$ cat config.mk
export PLATFORM = sky130hd
export DESIGN_NAME = spi_note_sender
export DESIGN_NICKNAME = d
export VERILOG_FILES = /design/src/rtl/spi_note_sender.sv
export SDC_FILE = /design/constraint.sdc
export NUM_CORES = 1
export LEC_CHECK = 0
export CAP_MARGIN = 5
export CORE_UTILIZATION = 47
export CTS_CLUSTER_SIZE = 20
export DETAILED_ROUTE_END_ITERATION = 12
export PLACE_DENSITY_LB_ADDON = 0.1
export SETUP_SLACK_MARGIN = 0.5
export SYNTH_ARGS = -nofsm -noshare
export SYNTH_HDL_FRONTEND = slang
export SYNTH_SLANG_ARGS = --single-unit
$ cat constraint.sdc
create_clock -name clk -period 1.6 [get_ports clk]
set_input_delay 0.32 -clock clk [delete_from_list [all_inputs] [get_ports clk]]
set_output_delay 0.32 -clock clk [all_outputs]
set_load 0.005 [all_outputs]
$ cat src/rtl/spi_note_sender.sv
// SPI master that shifts one frame of per-track note packets out MSB-first with chip-select framing.
// Define SPI_NOTE_SENDER_REPEAT_EN to resend the last frame after REPEAT_PERIOD idle cycles.
module spi_note_sender #(
  parameter int NUM_TRACKS    = 4,
  parameter int PACKET_SIZE   = 24,
  parameter int CLK_DIV       = 4,
`ifdef SPI_NOTE_SENDER_REPEAT_EN
  parameter int REPEAT_PERIOD = 2**24,
`endif
  parameter int CS_GAP        = 8
) (
  input  logic                                clk,
  input  logic                                reset,
  input  logic                                frameValid,
  input  logic [NUM_TRACKS*PACKET_SIZE-1:0]   frameData,
  output logic                                frameReady,
  output logic                                frameDone,
  output logic                                chipSelect,
  output logic                                sck,
  output logic                                sdo
);

  localparam int TOTAL   = NUM_TRACKS * PACKET_SIZE;
  localparam int BIT_W   = $clog2(TOTAL + 1);
  localparam int DIV_MAX = (CLK_DIV > CS_GAP) ? CLK_DIV : CS_GAP;
  localparam int DIV_W   = $clog2(DIV_MAX + 1);
  localparam logic [DIV_W-1:0] DIV_LAST  = DIV_W'(CLK_DIV - 1);
  localparam logic [DIV_W-1:0] GAP_LAST  = DIV_W'(CS_GAP - 1);
  localparam logic [BIT_W-1:0] BITS_LAST = BIT_W'(TOTAL);

  // state | meaning
  // IDLE  | chipSelect low, waiting for a frame
  // SETUP | chipSelect high, first bit presented before the first sck edge
  // HIGH  | sck high, receiver samples sdo
  // LOW   | sck low, next bit presented
  // HOLD  | chipSelect held high after the last bit
  // GAP   | chipSelect low spacing before the next frame
  typedef enum logic [2:0] {IDLE, SETUP, HIGH, LOW, HOLD, GAP} state_t;

  state_t               state;
  logic [TOTAL-1:0]     shiftReg;
  logic [DIV_W-1:0]     divCnt;
  logic [BIT_W-1:0]     bitCnt;
  logic                 startNow;
  logic [TOTAL-1:0]     startData;

`ifdef SPI_NOTE_SENDER_REPEAT_EN
  localparam int IDLE_W = $clog2(REPEAT_PERIOD);
  localparam logic [IDLE_W-1:0] REPEAT_LAST = IDLE_W'(REPEAT_PERIOD - 1);
  logic [IDLE_W-1:0]    idleCnt;
  logic [TOTAL-1:0]     lastFrame;
  logic                 haveFrame;
`endif

  // A fresh request always takes priority over an automatic resend.
  always_comb begin
    startNow  = (state == IDLE) && frameValid && frameReady;
    startData = frameData;
`ifdef SPI_NOTE_SENDER_REPEAT_EN
    if (!startNow && (state == IDLE) && frameReady && haveFrame && (idleCnt == REPEAT_LAST)) begin
      startNow  = 1'b1;
      startData = lastFrame;
    end
`endif
  end

  always_ff @(posedge clk) begin
    if (!reset) begin
      state      <= IDLE;
      shiftReg   <= '0;
      divCnt     <= '0;
      bitCnt     <= '0;
      chipSelect <= 1'b0;
      sck        <= 1'b0;
      sdo        <= 1'b0;
      frameReady <= 1'b0;
      frameDone  <= 1'b0;
`ifdef SPI_NOTE_SENDER_REPEAT_EN
      idleCnt    <= '0;
      lastFrame  <= '0;
      haveFrame  <= 1'b0;
`endif
    end else begin
      frameDone <= 1'b0;
      case (state)
        IDLE: begin
          chipSelect <= 1'b0;
          sck        <= 1'b0;
          sdo        <= 1'b0;
          frameReady <= 1'b1;
          if (startNow) begin
            shiftReg   <= startData;
            sdo        <= startData[TOTAL-1];
            chipSelect <= 1'b1;
            frameReady <= 1'b0;
            divCnt     <= '0;
            bitCnt     <= '0;
            state      <= SETUP;
`ifdef SPI_NOTE_SENDER_REPEAT_EN
            idleCnt    <= '0;
            lastFrame  <= startData;
            haveFrame  <= 1'b1;
          end else begin
            idleCnt    <= idleCnt + 1'b1;
`endif
          end
        end
        SETUP: begin
          if (divCnt == DIV_LAST) begin
            divCnt <= '0;
            sck    <= 1'b1;
            bitCnt <= bitCnt + 1'b1;
            state  <= HIGH;
          end else begin
            divCnt <= divCnt + 1'b1;
          end
        end
        HIGH: begin
          if (divCnt == DIV_LAST) begin
            divCnt   <= '0;
            sck      <= 1'b0;
            shiftReg <= {shiftReg[TOTAL-2:0], 1'b0};
            sdo      <= shiftReg[TOTAL-2];
            state    <= LOW;
          end else begin
            divCnt <= divCnt + 1'b1;
          end
        end
        LOW: begin
          if (divCnt == DIV_LAST) begin
            divCnt <= '0;
            if (bitCnt == BITS_LAST) begin
              state <= HOLD;
            end else begin
              sck    <= 1'b1;
              bitCnt <= bitCnt + 1'b1;
              state  <= HIGH;
            end
          end else begin
            divCnt <= divCnt + 1'b1;
          end
        end
        HOLD: begin
          if (divCnt == DIV_LAST) begin
            divCnt     <= '0;
            chipSelect <= 1'b0;
            state      <= GAP;
          end else begin
            divCnt <= divCnt + 1'b1;
          end
        end
        GAP: begin
          if (divCnt == GAP_LAST) begin
            divCnt     <= '0;
            frameDone  <= 1'b1;
            frameReady <= 1'b1;
            state      <= IDLE;
          end else begin
            divCnt <= divCnt + 1'b1;
          end
        end
        default: state <= IDLE;
      endcase
    end
  end

endmodule

* Yosys cells after proc, flatten, opt, wreduce, memory -nomap -nowiden *
Index checks and enable logic that the tools add are counted.

word-level totals
  bits in registers = 114
  bits of input ports = 99
  output and inout bits = 5
  logic and storage cells = 79

operators by class
  add/subtract/negate cells = 2
  eq/ne operators = 15
  multiplexer cells = 34
  reductions and logical operators = 19

operators by type and width
  kind                   number
  $mux W95               2
  $pmux W95 S2           1
  $mux W7                4
  $mux W3                7
  $pmux W7 S3            1
  $pmux W3 S6            1
  $ne A2 B2 Y1 const B   7
  $mux W4                3
  $pmux W4 S3            1
  $mux W1                10
  $reduce_and A2 Y1      5
  $reduce_and A5 Y1      2
  $add A7 B1 Y7 const B  1
  $eq A7 B7 Y1 const B   1
  $eq A3 B2 Y1 const B   2
  $eq A3 B3 Y1 const B   2
  $pmux W1 S2            3
  $reduce_and A6 Y1      1
  $reduce_bool A2 Y1     3
  $reduce_bool A3 Y1     2
  $add A4 B1 Y4 const B  1
  $eq A4 B2 Y1 const B   1
  $eq A4 B3 Y1 const B   1
  $pmux W1 S4            1
  6 further kinds        7

* Depth between registers and ports, before layout *
  depth after elaboration = 5
  mapped depth = 8
  mapped depth without buffers = 6

* Worst setup path before layout *
No wires, ideal clock.

  kind = reg-to-reg
  from = register divCnt[0]
  to = register bitCnt[1]
  library setup time = 0.070 ns
  data arrival time = 1.675 ns
  required time = 1.530 ns
  setup slack = -0.145 ns
  cell stages (with the launch flop) = 6
  buffers on the path = 0
  period minus slack after synthesis = 1.745 ns
  cells stage by stage = dfxtp_1 > ha_1 > or3b_1 > a2bb2oi_1 > or4_1 > a21oi_1

between the ends
  word-level cells in the longest chain between the ends = 3
  elaborated cells between the ends (all ways) = 4
  classes of those cells = eq/ne: 3; reduce/logical: 1

RTL lines
  what                                  line      source
  start: declaration                    42        logic [DIV_W-1:0] divCnt;
  start signal: assignment              115       divCnt <= divCnt + 1'b1;
  start signal: assignment              126       divCnt <= divCnt + 1'b1;
  start signal: assignment              140       divCnt <= divCnt + 1'b1;
  $eq A4 B2 Y1 *                        109, 130
  $ne A2 B2 Y1 (no source line)         n/a
  $reduce_and A5 Y1 (no source line) *  n/a
  end signal: assignment                112       bitCnt <= bitCnt + 1'b1;
  end signal: assignment                136       bitCnt <= bitCnt + 1'b1;
  end: declaration                      43        logic [BIT_W-1:0] bitCnt;

Every way passes the cells marked *; elsewhere a longest branch is shown, timed or not.
A chain may end at the register's enable or synchronous reset.

* Final worst setup path *
  from = register divCnt[0]
  to = register bitCnt[5]

Same word-level chain as after synthesis.

==> run metrics <==
WP data required about 2.0 ns; syn nets between 600 and 700; drt first-iter violations 371; Synth Flop Type dfxtp_1; routed via count 5482; count of cell types in the netlist between 40 and 50; most common cell after layout, fill and taps aside dfxtp_1; hold path start frameData[0]; TNS Setup -9.94 ns; hold-critical path depth 3; Reg2Reg Setup Slack -0.33 ns; register area share after synthesis a little over two fifths; P_leak 3.53 nW; endpoints failing setup approximately 110; HP Class in -> reg; status finished with violations; ranking of synthesized cells by area dfxtp_1 (44%), mux2i_1 (18%), a211oi_1 (14%); DR WL/cell 23.4 µm; post-layout util between 90% and 100%; M1 GR Usage between 20% and 30%; RSZ-0062 raised after global routing true; CTS root buf clkbuf_8; post-route non-filler standard cell count between 900 and 1000; DRC Markers 0; H-tree Lvls 4; clk buf depth 2; initial antenna violation count 0; die height around 110 µm; met3 GRT Util a little over 6%; setup ws final -0.327 ns; worst skew pair latency between 0.5 and 0.6 ns; Mapped Avg Cell Area between 9 and 10 µm²; GRT busiest layer met2; Post-synth EDFFs 0; worst-path fanout max 7; Crit Path Class reg -> reg; Yosys top cell area share 43.6%; Die Width approximately 110 µm; skew final 0.00641 ns; final hold vios 0; Min Clock Period, post-route a little under 2 ns; Synth Cell Area 0.00523 mm²; register bit total from synthesis roughly 110; dpl cell area 0.00719 mm²; Antenna Cells 0; share of layout cells above drive strength 1 about half; Yosys warnings 0; largest area contributor in the netlist dfxtp_1; Die ar. 0.0116 mm²; largest net degree at the start of global routing 25; Final #Nets between 800 and 900; Startpoint Class register; Worst R2R End bitCnt[5]; total gr overflow 0; hold_buf cts 0; placed insts between 800 and 900; violated checks setup timing; Min-Delay Endpoint shiftReg[0]; Pre-Repair DR Iteration Count 5; CTS tree yes; Worst Path Arrival ~2.3 ns; vias per inst roughly 6.0; Detailed Place HPWL 8680 µm; GR Util met2 between 40% and 50%; number of global-route vias before repair 4612; Critical Path End Type register; first-pass GRT wire length roughly 21000 µm; port bufs slightly above 100; core area between 0.01 and 0.015 mm²; fmax around 520 MHz; P per Cell Area slightly below 1000 mW/mm²; final WL between 20000 and 25000 µm; Place WS -0.319 ns; num rows 38; Clk pin slew, worst setup/hold paths 0.06 ns; IO Count 104; Post-synth ARST share 0%; path depth of the worst reg2reg path 5; Hold Slack around 0.36 ns; Starting Density 48.2%; Layout area overhead 89.3%; GPL Wtd Cong 0.845; Design Area, Final 0.00990 mm²; total power around 10 mW; GRT Total Usage 23.8%; clock sinks 114; CP Launch Point divCnt[0]; peak supply drop around 1.2 mV; Worst Tran Pin Value approximately 0.48 ns; Max-slew headroom 67.9%; Max-Cap Viols 0; Mapped Cells ~550; Period Utilization, post-route 120%; beginning of the worst register-to-register path divCnt[0]; Slew Limit Fails 0; most frequent cells in the layout dfxtp_1 (104), clkdlybuf4s50_1 (98), a211oi_2 (87), nor2_1 (70), buf_4 (49); CTS Buf Count 17; DRT antenna net count 0
layout make-up:
cell class,instances,area [µm²]
well taps,140,175
multi-input cells,384,3740
fillers,364,941
flip-flops and latches,114,2300
clock inverters,9,173
repair buffers,238,2990
clock buffers,23,497
inverters,6,25.0
sequential cells by signal, summed over array words and instances (netlist names):
signal,count
divCnt,4
shiftReg,95
sdo,1
sck,1
frameReady,1
frameDone,1
chipSelect,1
state,3
bitCnt,7
power by group:
part	total, mW	internal (mW)	switching (mW)
registers	3.32	3.09	0.230
logic	2.11	1.16	0.945
clock network	4.35	2.93	1.42
what timing repair did:
action                                  CTS  global route
buffers inserted                          4            34
pin swaps                                 7            92
gates resized for setup                  40           222
cloned                                    3            29
endpoints found under the setup margin  119           119
cell families after synthesis:
kind of cell	after synthesis	synth area share (%)
buffers and inverters	56	5.58
AO/OA/AOI/OAI	137	19.3
AND/OR/NAND/NOR	150	12.8
multiplexers	94	18.0
flip-flops	114	43.6
adder cells (fa/ha/maj)	3	0.718
worst max-delay path by stage:
stage | endpoint | slack (ns) | cells past startpoint
2_1_floorplan | bitCnt[1] | -0.05 | 5
3_3_place_gp | shiftReg[66] | -0.26 | 7
3_5_place_dp | shiftReg[91] | -0.32 | 7
4_1_cts | bitCnt[1] | -0.13 | 5
5_1_grt | bitCnt[5] | -0.36 | 5
6_report | bitCnt[5] | -0.33 | 5
critical path: stages (launching register included):
cell and delay (ns):
dfxtp_2 0.36, ha_4 0.17, or3b_4 0.42, a2bb2oi_4 0.21
o311ai_0 0.48, o31ai_1 0.14
cell usage after synthesis, types with 2 or more instances:
cell type,instances
o311ai_0,5
nand2b_1,5
o31ai_1,3
nand3_1,9
mux2i_1,94
a31oi_1,5
buf_4,4
buf_2,23
nor3b_1,3
ha_1,3
buf_6,5
clkbuf_1,17
o21ai_0,8
nand2_1,7
nor2_1,106
nand3b_1,3
a21oi_1,5
and3_1,4
dfxtp_1,114
a211oi_1,97
o21a_1,3
nor3_1,2
inv_1,6
routing by layer:
| layer | wire length (µm) | up-vias | share of wire, % |
|---|---|---|---|
| met4 | 800 | 0 | 3.7 |
| met1 | 8220 | 2690 | 38 |
| met2 | 11000 | 261 | 52 |
| li1 | - | 2459 | - |
| met3 | 1320 | 72 | 6.2 |
| met5 | 0 | - | 0 |
(Power assumes the default switching activity.)
